File: src/rtl/bus_mux_pkg.sv
// rtl/bus_mux_pkg.sv - shared types and default widths for the bus source mux
package bus_mux_pkg;

    typedef enum logic [1:0] {
        ST_EMPTY = 2'd0,
        ST_ONE   = 2'd1,
        ST_TWO   = 2'd2
    } skid_state_e;

    localparam int DEF_DATA_W = 24;
    localparam int DEF_SEL_W  = 3;

endpackage

File: src/rtl/bus_skid_buf.sv
// rtl/bus_skid_buf.sv - 2-entry valid/ready skid buffer with a registered ready
module bus_skid_buf
    import bus_mux_pkg::*;
#(
    parameter int           W       = 27,
    parameter logic [W-1:0] RST_VAL = '0
) (
    input  logic         clk,
    input  logic         rst_n,
    input  logic [W-1:0] in_data,
    input  logic         in_valid,
    output logic         in_ready,
    output logic [W-1:0] out_data,
    output logic         out_valid,
    input  logic         out_ready
);

    skid_state_e  state_q;
    logic [W-1:0] out_q;
    logic [W-1:0] skid_q;
    logic         in_ready_q;
    logic         out_valid_q;

    logic accept;
    logic consume;

    assign accept    = in_valid && in_ready_q;
    assign consume   = out_valid_q && out_ready;
    assign in_ready  = in_ready_q;
    assign out_data  = out_q;
    assign out_valid = out_valid_q;

    // Ready is a pure function of the registered state, so the upstream never sees out_ready combinationally.
    always_ff @(posedge clk) begin
        if (!rst_n) begin
            state_q     <= ST_EMPTY;
            out_q       <= RST_VAL;
            skid_q      <= RST_VAL;
            in_ready_q  <= 1'b1;
            out_valid_q <= 1'b0;
        end else begin
            case (state_q)
                ST_EMPTY: begin
                    if (accept) begin
                        out_q       <= in_data;
                        out_valid_q <= 1'b1;
                        state_q     <= ST_ONE;
                    end
                end
                ST_ONE: begin
                    if (accept && !consume) begin
                        skid_q     <= in_data;
                        in_ready_q <= 1'b0;
                        state_q    <= ST_TWO;
                    end else if (consume && !accept) begin
                        out_valid_q <= 1'b0;
                        state_q     <= ST_EMPTY;
                    end else if (accept && consume) begin
                        out_q <= in_data;
                    end
                end
                ST_TWO: begin
                    if (consume) begin
                        out_q      <= skid_q;
                        in_ready_q <= 1'b1;
                        state_q    <= ST_ONE;
                    end
                end
                default: begin
                    out_valid_q <= 1'b0;
                    in_ready_q  <= 1'b1;
                    state_q     <= ST_EMPTY;
                end
            endcase
        end
    end

endmodule

File: src/rtl/bus_src_mux_skid.sv
// rtl/bus_src_mux_skid.sv - N-source bus selector with fallback, sticky error and skid output
module bus_src_mux_skid
    import bus_mux_pkg::*;
#(
    parameter int DATA_W      = DEF_DATA_W,
    parameter int N_SRC       = 8,
    parameter int SEL_W       = DEF_SEL_W,
    parameter int DEFAULT_SEL = 7,
    parameter int CNT_W       = 16
) (
    input  logic                    clk,
    input  logic                    rst_n,
    input  logic [SEL_W-1:0]        sel,
    input  logic                    sel_valid,
    output logic                    sel_ready,
    input  logic [N_SRC*DATA_W-1:0] src_data,
    input  logic [N_SRC-1:0]        src_en,
    output logic [DATA_W-1:0]       out_data,
    output logic                    out_valid,
    input  logic                    out_ready,
    output logic [SEL_W-1:0]        out_sel,
    output logic                    sel_err,
    input  logic                    sel_err_clr,
    output logic [CNT_W-1:0]        xfer_cnt
);

    localparam int NSEL = 1 << SEL_W;
    localparam int PW   = DATA_W + SEL_W;
    localparam logic [SEL_W-1:0] DEF_SEL = SEL_W'(DEFAULT_SEL);

    logic [NSEL-1:0]   en_ext;
    logic              sel_ok;
    logic [SEL_W-1:0]  eff_sel;
    logic [DATA_W-1:0] eff_data;
    logic [PW-1:0]     buf_out;
    logic              accept;
    logic              consume;

    logic              sel_err_q, sel_err_d;
    logic [CNT_W-1:0]  xfer_cnt_q, xfer_cnt_d;

    // Zero-extending the enable mask makes out-of-range codes read as disabled.
    assign en_ext  = NSEL'(src_en);
    assign sel_ok  = en_ext[sel];
    assign eff_sel = sel_ok ? sel : DEF_SEL;

    always_comb begin
        eff_data = '0;
        for (int i = 0; i < N_SRC; i++) begin
            if (eff_sel == SEL_W'(i)) begin
                eff_data = src_data[i*DATA_W +: DATA_W];
            end
        end
    end

    bus_skid_buf #(
        .W       (PW),
        .RST_VAL ({DEF_SEL, {DATA_W{1'b0}}})
    ) u_skid (
        .clk       (clk),
        .rst_n     (rst_n),
        .in_data   ({eff_sel, eff_data}),
        .in_valid  (sel_valid),
        .in_ready  (sel_ready),
        .out_data  (buf_out),
        .out_valid (out_valid),
        .out_ready (out_ready)
    );

    assign out_data = buf_out[DATA_W-1:0];
    assign out_sel  = buf_out[PW-1:DATA_W];

    assign accept  = sel_valid && sel_ready;
    assign consume = out_valid && out_ready;

    // Setting has priority so a clear cannot hide an error accepted in the same cycle.
    always_comb begin
        sel_err_d = sel_err_q;
        if (accept && !sel_ok) begin
            sel_err_d = 1'b1;
        end else if (sel_err_clr) begin
            sel_err_d = 1'b0;
        end
    end

    assign xfer_cnt_d = consume ? xfer_cnt_q + 1'b1 : xfer_cnt_q;

    always_ff @(posedge clk) begin
        if (!rst_n) begin
            sel_err_q  <= 1'b0;
            xfer_cnt_q <= '0;
        end else begin
            sel_err_q  <= sel_err_d;
            xfer_cnt_q <= xfer_cnt_d;
        end
    end

    assign sel_err  = sel_err_q;
    assign xfer_cnt = xfer_cnt_q;

endmodule

File: config.mk
export PLATFORM = sky130hd
export DESIGN_NAME = bus_src_mux_skid
export DESIGN_NICKNAME = d
export VERILOG_FILES = /design/src/rtl/bus_mux_pkg.sv /design/src/rtl/bus_skid_buf.sv /design/src/rtl/bus_src_mux_skid.sv
export SDC_FILE = /design/constraint.sdc
export NUM_CORES = 1
export LEC_CHECK = 0
export ABC_CLOCK_PERIOD_IN_PS = 2100
export CORE_AREA = 2 2 85 149
export CTS_CLUSTER_DIAMETER = 40
export CTS_CLUSTER_SIZE = 14
export DETAILED_ROUTE_END_ITERATION = 6
export DIE_AREA = 0 0 87 151
export GPL_TIMING_DRIVEN = 0
export HOLD_SLACK_MARGIN = 0.1
export PLACE_DENSITY = 0.91
export RECOVER_POWER = 50
export SETUP_SLACK_MARGIN = 0.15
export SYNTH_ARGS = -nofsm -noshare
export SYNTH_HDL_FRONTEND = slang
export SYNTH_SLANG_ARGS = --single-unit
File: constraint.sdc
create_clock -name clk -period 2.1 [get_ports clk]
set_input_delay 0.42 -clock clk [delete_from_list [all_inputs] [get_ports clk]]
set_output_delay 0.42 -clock clk [all_outputs]
set_load 0.01 [all_outputs]
==> impl_metrics.json <==
{
  "status": "complete, no violations",
  "gr-total-overflow": 0,
  "grt_pass1_vias": 6131,
  "track_usage": 0.3011,
  "n_fill_cell": 908,
  "synth_compound_area_frac": 0.3642,
  "dpl.hpwl_um": 15500,
  "syn_avg_cell_area_sq_um": 7.885,
  "ant_nets": 0,
  "ys_seq_elements": 75,
  "start_util": 0.3853,
  "drive_above_1_share": 0.1369,
  "synthXorXnorAreaFrac": 0.01532,
  "reg2regPathDepth": 5,
  "required_ps": 2310,
  "placed_area_sq_um": 7277,
  "irDropWorstVdd_mv": 0.4545,
  "max_clock_freq_mhz": 500.7,
  "num_vias": 6115,
  "port_buffers": 253,
  "yosys.area.top_type_share": 0.3283,
  "antenna_found_initial": 1,
  "worstPathArrival_ps": 2210,
  "synth_cells": 580,
  "clk_pin_slew_ps": 60,
  "synth-async-reset-ratio": 0,
  "rsz0062_at_grt": "yes",
  "maxSlewViolCount": 0,
  "cts_made_buffers": 9,
  "period_share": 0.9511,
  "cts_tree": "yes",
  "yosys-top-cells-area": "dfxtp_1, a21oi_1, o21ai_0",
  "gp_congestion": 0.9732,
  "routed_wl_um": 20580,
  "maxSlewHeadroom": 0.4956,
  "p_leak_uw": 0.003266,
  "hold_violations": 0,
  "worstSetupStartpointType": "primary input",
  "synth-adder-area-share": 0.002736,
  "cts_hold_buf": 0,
  "grt_pass1_wl_um": 30710,
  "wire_per_inst_um": 20.43,
  "coreArea_sq_um": 11870,
  "seq_area_frac_synth": 0.3283,
  "synth_edf_count": 0,
  "hold_path.class": "register to register",
  "netlist_area_sq_um": 4573,
  "end_kind": "register",
  "synth_top_family_by_area": "compound AO/OA/AOI/OAI gates",
  "synthFlopType": "dfxtp_1",
  "avgViaCountPerCell": 6.072,
  "rows": 53,
  "fin_nets": 1073,
  "clock-sinks": 75,
  "insertion_delay_ps": 340,
  "worstSetupPathType": "primary input to register",
  "die-area_sq_um": 13140,
  "worstHoldPathCells": 2,
  "clockBufferDepth": 2,
  "final_common_cell": "clkdlybuf4s50_1",
  "htree_num_levels": 3,
  "cellPowerDensity_nw_per_um2": 591.7,
  "cts_root_buffer": "clkbuf_16",
  "fin_crit_ps": 1997,
  "whs_ps": 491.1,
  "drt_iter0_markers": 595,
  "drt_pass1_iterations": 7,
  "area_delta_synth_final_pct": 74.64,
  "drc_errors": 0,
  "grt_start_max_net_pins": 13,
  "path_cells": "buf_2 -> buf_4 -> nor4bb_4 -> clkbuf_2 -> buf_6 -> a222oi_1 -> a31oi_1 -> a21oi_2 -> a21oi_1",
  "yosys-mux-area-fraction": 0.01094,
  "ioPinCount": 254,
  "fin_area_sq_um": 7986,
  "yosysTopAreaCell": "dfxtp_1",
  "drv_cap": 0,
  "synth_nets": 789,
  "setup_viol": 0,
  "fp.dieW_um": 87,
  "max_stage_delay_ps": 370,
  "ys_warn_count": 0,
  "worst_clock_skew_ps": 9.714,
  "crit_path_top_delay_cell": "a222oi_1",
  "synth_cell_types": 58,
  "tightest_slew_ps": 753.8,
  "cp_max_fo": 10,
  "fp.dieH_um": 151,
  "yosys.area_share.simple": 0.2172,
  "layout_common_cells": "clkdlybuf4s50_1, dfxtp_1, a21oi_1"
}
## synth_stat cells, drive strengths merged, types with 19 or more instances
master / instances
nor2: 37
a22oi: 24
a31oi: 21
or3: 24
a21oi: 68
nand2: 57
o311ai: 19
buf: 22
a222oi: 19
clkbuf: 32
dfxtp: 75
o21ai: 45
## critical path: cells and delay by family
kind	cells	cell delay (ps)
AOI/OAI and AO/OA	4	890
buffers and inverters	4	730
and+or+nand+nor	1	160
## timing repair
action,in CTS,in global routing
setup buffers,12,4
setup endpoints to repair,58,58
gates cloned,2,2
pin swaps,16,14
gates resized for setup,81,49
## final cells by class
cell class	instances	area (sq um)	area share
Antenna cell	1	2.502	0.0003133
Buffer	54	352.8	0.04418
Clock buffer	12	246.5	0.03086
Clock inverter	4	50.05	0.006267
Inverter	3	11.26	0.001410
Multi-Input combinational cell	448	2995	0.3751
Sequential cell	75	1501	0.1880
Tap cell	137	171.4	0.02146
Timing Repair Buffer	273	2655	0.3324
## routing by layer
metal  global-route usage  wire length, um  up-vias  share of wire
met5                    0                0        -              0
met4               0.2289             1674        0          0.081
met3              0.05286             1232      121          0.060
met2               0.5267            10700      399           0.52
met1               0.3110             6972     2806           0.34
li1                     -                -     2789              -
## cell families (layout without fill, tap and decap cells)
kind of cell	count (synthesis)	in the layout
AO/OA/AOI/OAI	249	249
flip-flops	75	75
adder cells (fa/ha/maj)	1	1
AND/OR/NAND/NOR	185	185
other	0	1
buffers and inverters	57	346
XOR/XNOR	8	8
multiplexers	5	5
## per-stage QoR
| step | util | worst slack, ps | power (uW) | cells | setup TNS, ps |
|---|---|---|---|---|---|
| 3_3_place_gp | 0.6130 | -718.3 | 3030 | 970 | -31650 |
| 3_5_place_dp | 0.6130 | -734.8 | 3060 | 970 | -33780 |
| 4_1_cts | 0.6635 | 120.4 | 4667 | 1000 | 0 |
| 2_1_floorplan | - | 301.5 | 2257 | 580 | 0 |
| 5_1_grt | 0.6728 | 74.34 | 4887 | 1007 | 0 |
| 6_report | 0.6728 | 102.7 | 4726 | 1007 | 0 |
## registers in the layout, indices dropped and copies added, names as in the netlist
| name | cells |
|---|---|
| sel_err | 1 |
| u_skid.in_ready | 1 |
| u_skid.out_data | 27 |
| u_skid.out_valid | 1 |
| u_skid.skid_q | 27 |
| u_skid.state_q | 2 |
| xfer_cnt | 16 |
## power breakdown
group | internal [uW] | switching (uW)
Clock | 951 | 592
Combinational | 817 | 715
Sequential | 1560 | 88.8
## worst paths after layout
kind	endpoint	slack, ps	startpoint
worst max-delay path	u_skid.out_data[20]$_SDFFE_PN0P_	100	sel[0]
worst min-delay path	xfer_cnt[14]$_SDFFE_PN0P_	490	xfer_cnt[14]$_SDFFE_PN0P_
worst max register to register	u_skid.out_data[25]$_SDFFE_PN1P_	230	u_skid.state_q[0]$_SDFFE_PN0P_
worst min register to register	xfer_cnt[14]$_SDFFE_PN0P_	490	xfer_cnt[14]$_SDFFE_PN0P_
Note: power is estimated with default switching activity, not from simulation.
==> RTL edit: new RTL, same flow settings <==
Set the package constant `DEF_DATA_W` to 12 (it was 24).
--- a/src/rtl/bus_mux_pkg.sv
+++ b/src/rtl/bus_mux_pkg.sv
@@ -7,7 +7,7 @@
         ST_TWO   = 2'd2
     } skid_state_e;
 
-    localparam int DEF_DATA_W = 24;
+    localparam int DEF_DATA_W = 12;
     localparam int DEF_SEL_W  = 3;
 
 endpackage
Ports: changed (resized out_data and src_data); port bits go from 254 to 146. The function was not compared with the original's and may differ.
==> RTL edit against the unedited design <==
Sequential cell count is 24 lower; maximum frequency is 3.8% higher; clock skew is essentially flat; routed wire length fell by 43%; largest cell class is now multi-input combinational cells; count of clock-buffer cells in the layout is 7 lower; synthesized cell count shrank 32%; worst setup slack gained 0.072 ns; final area fell by 35%; area after synthesis decreased by 30%; sequential share of layout area grew 0.72 points; power shrank 41%; final cell count down 31%.
==> RTL edit: results (changes against the unedited design) <==
Setup crit end: xfer_cnt[14]$_SDFFE_PN0P_
Synth Area in Compound Gates: 0.308 (-0.0564)
RR Startpoint: xfer_cnt[3]$_SDFFE_PN0P_
R2R Path End: xfer_cnt[15]$_SDFFE_PN0P_
worst-path maximum fanout: 6 (-4)
Skew-Pair Late Insertion Delay: 0.30 ns (-0.04 ns)
TritonCTS Buffers: 5 (-4)
cells after synthesis: 396 (-32%)
Nets: 674 (-37%)
area occupied by multi-input gates: 0.00211 mm^2 (-30%)
critical path's slowest cell: clkdlybuf4s50_1
mux contribution to synthesized area: 0.0265 (+0.0155)
Sink Count: 51 (-32%)
Tot GR Track Use: 0.173 (-0.128)
post-synthesis adder-cell area fraction: 0.00390 (+0.00116)
Crit. Startpoint: out_ready
Multi-In Gates: 310 (-31%)
Seq/total area: 0.195 (+0.00722)
Buffers excl. clock: 191 (-42%)
DR iter-0 viols: 251 (-58%)
synth unique cells: 59 (+1.7%)
status: finished, final reports clean
DR pass1 iterations: 5 (-2)
met3 usage: 0.0262 (-0.0267)
pin count of the biggest net entering global routing: 20 (+7)
CTS resizes: 24 (-70%)
RTL edit: cell count changes after synthesis, sizes merged, moves of 15 or more:
cell | unedited run | this run
dfxtp | 75 | 51
clkbuf | 32 | 16
nand2 | 57 | 38
or3 | 24 | 7
o311ai | 19 | 0
a21oi | 68 | 29
nor2 | 37 | 22
RTL edit: stage by stage:
step / setup TNS [ns] / setup slack [ns] / area [um^2] / power [W] / hold WS, ns
global placement: -12.69 / -0.578 / 4810 / 0.00189 / 0.444
floorplan: 0 / 0.297 / 3210 / 0.00148 / 0.450
detailed placement: -13.93 / -0.600 / 4810 / 0.00190 / 0.451
global route: 0 / 0.0929 / 5230 / 0.00294 / 0.480
CTS: 0 / 0.129 / 5100 / 0.00278 / 0.465
finish: 0 / 0.175 / 5230 / 0.00280 / 0.457
RTL edit: worst reg2reg max path: cells and delay by family (launching register included):
kind | cells | cell delay [ns]
and+or+nand+nor | 5 | 1.17
muxes | 1 | 0.13
DFF | 1 | 0.40
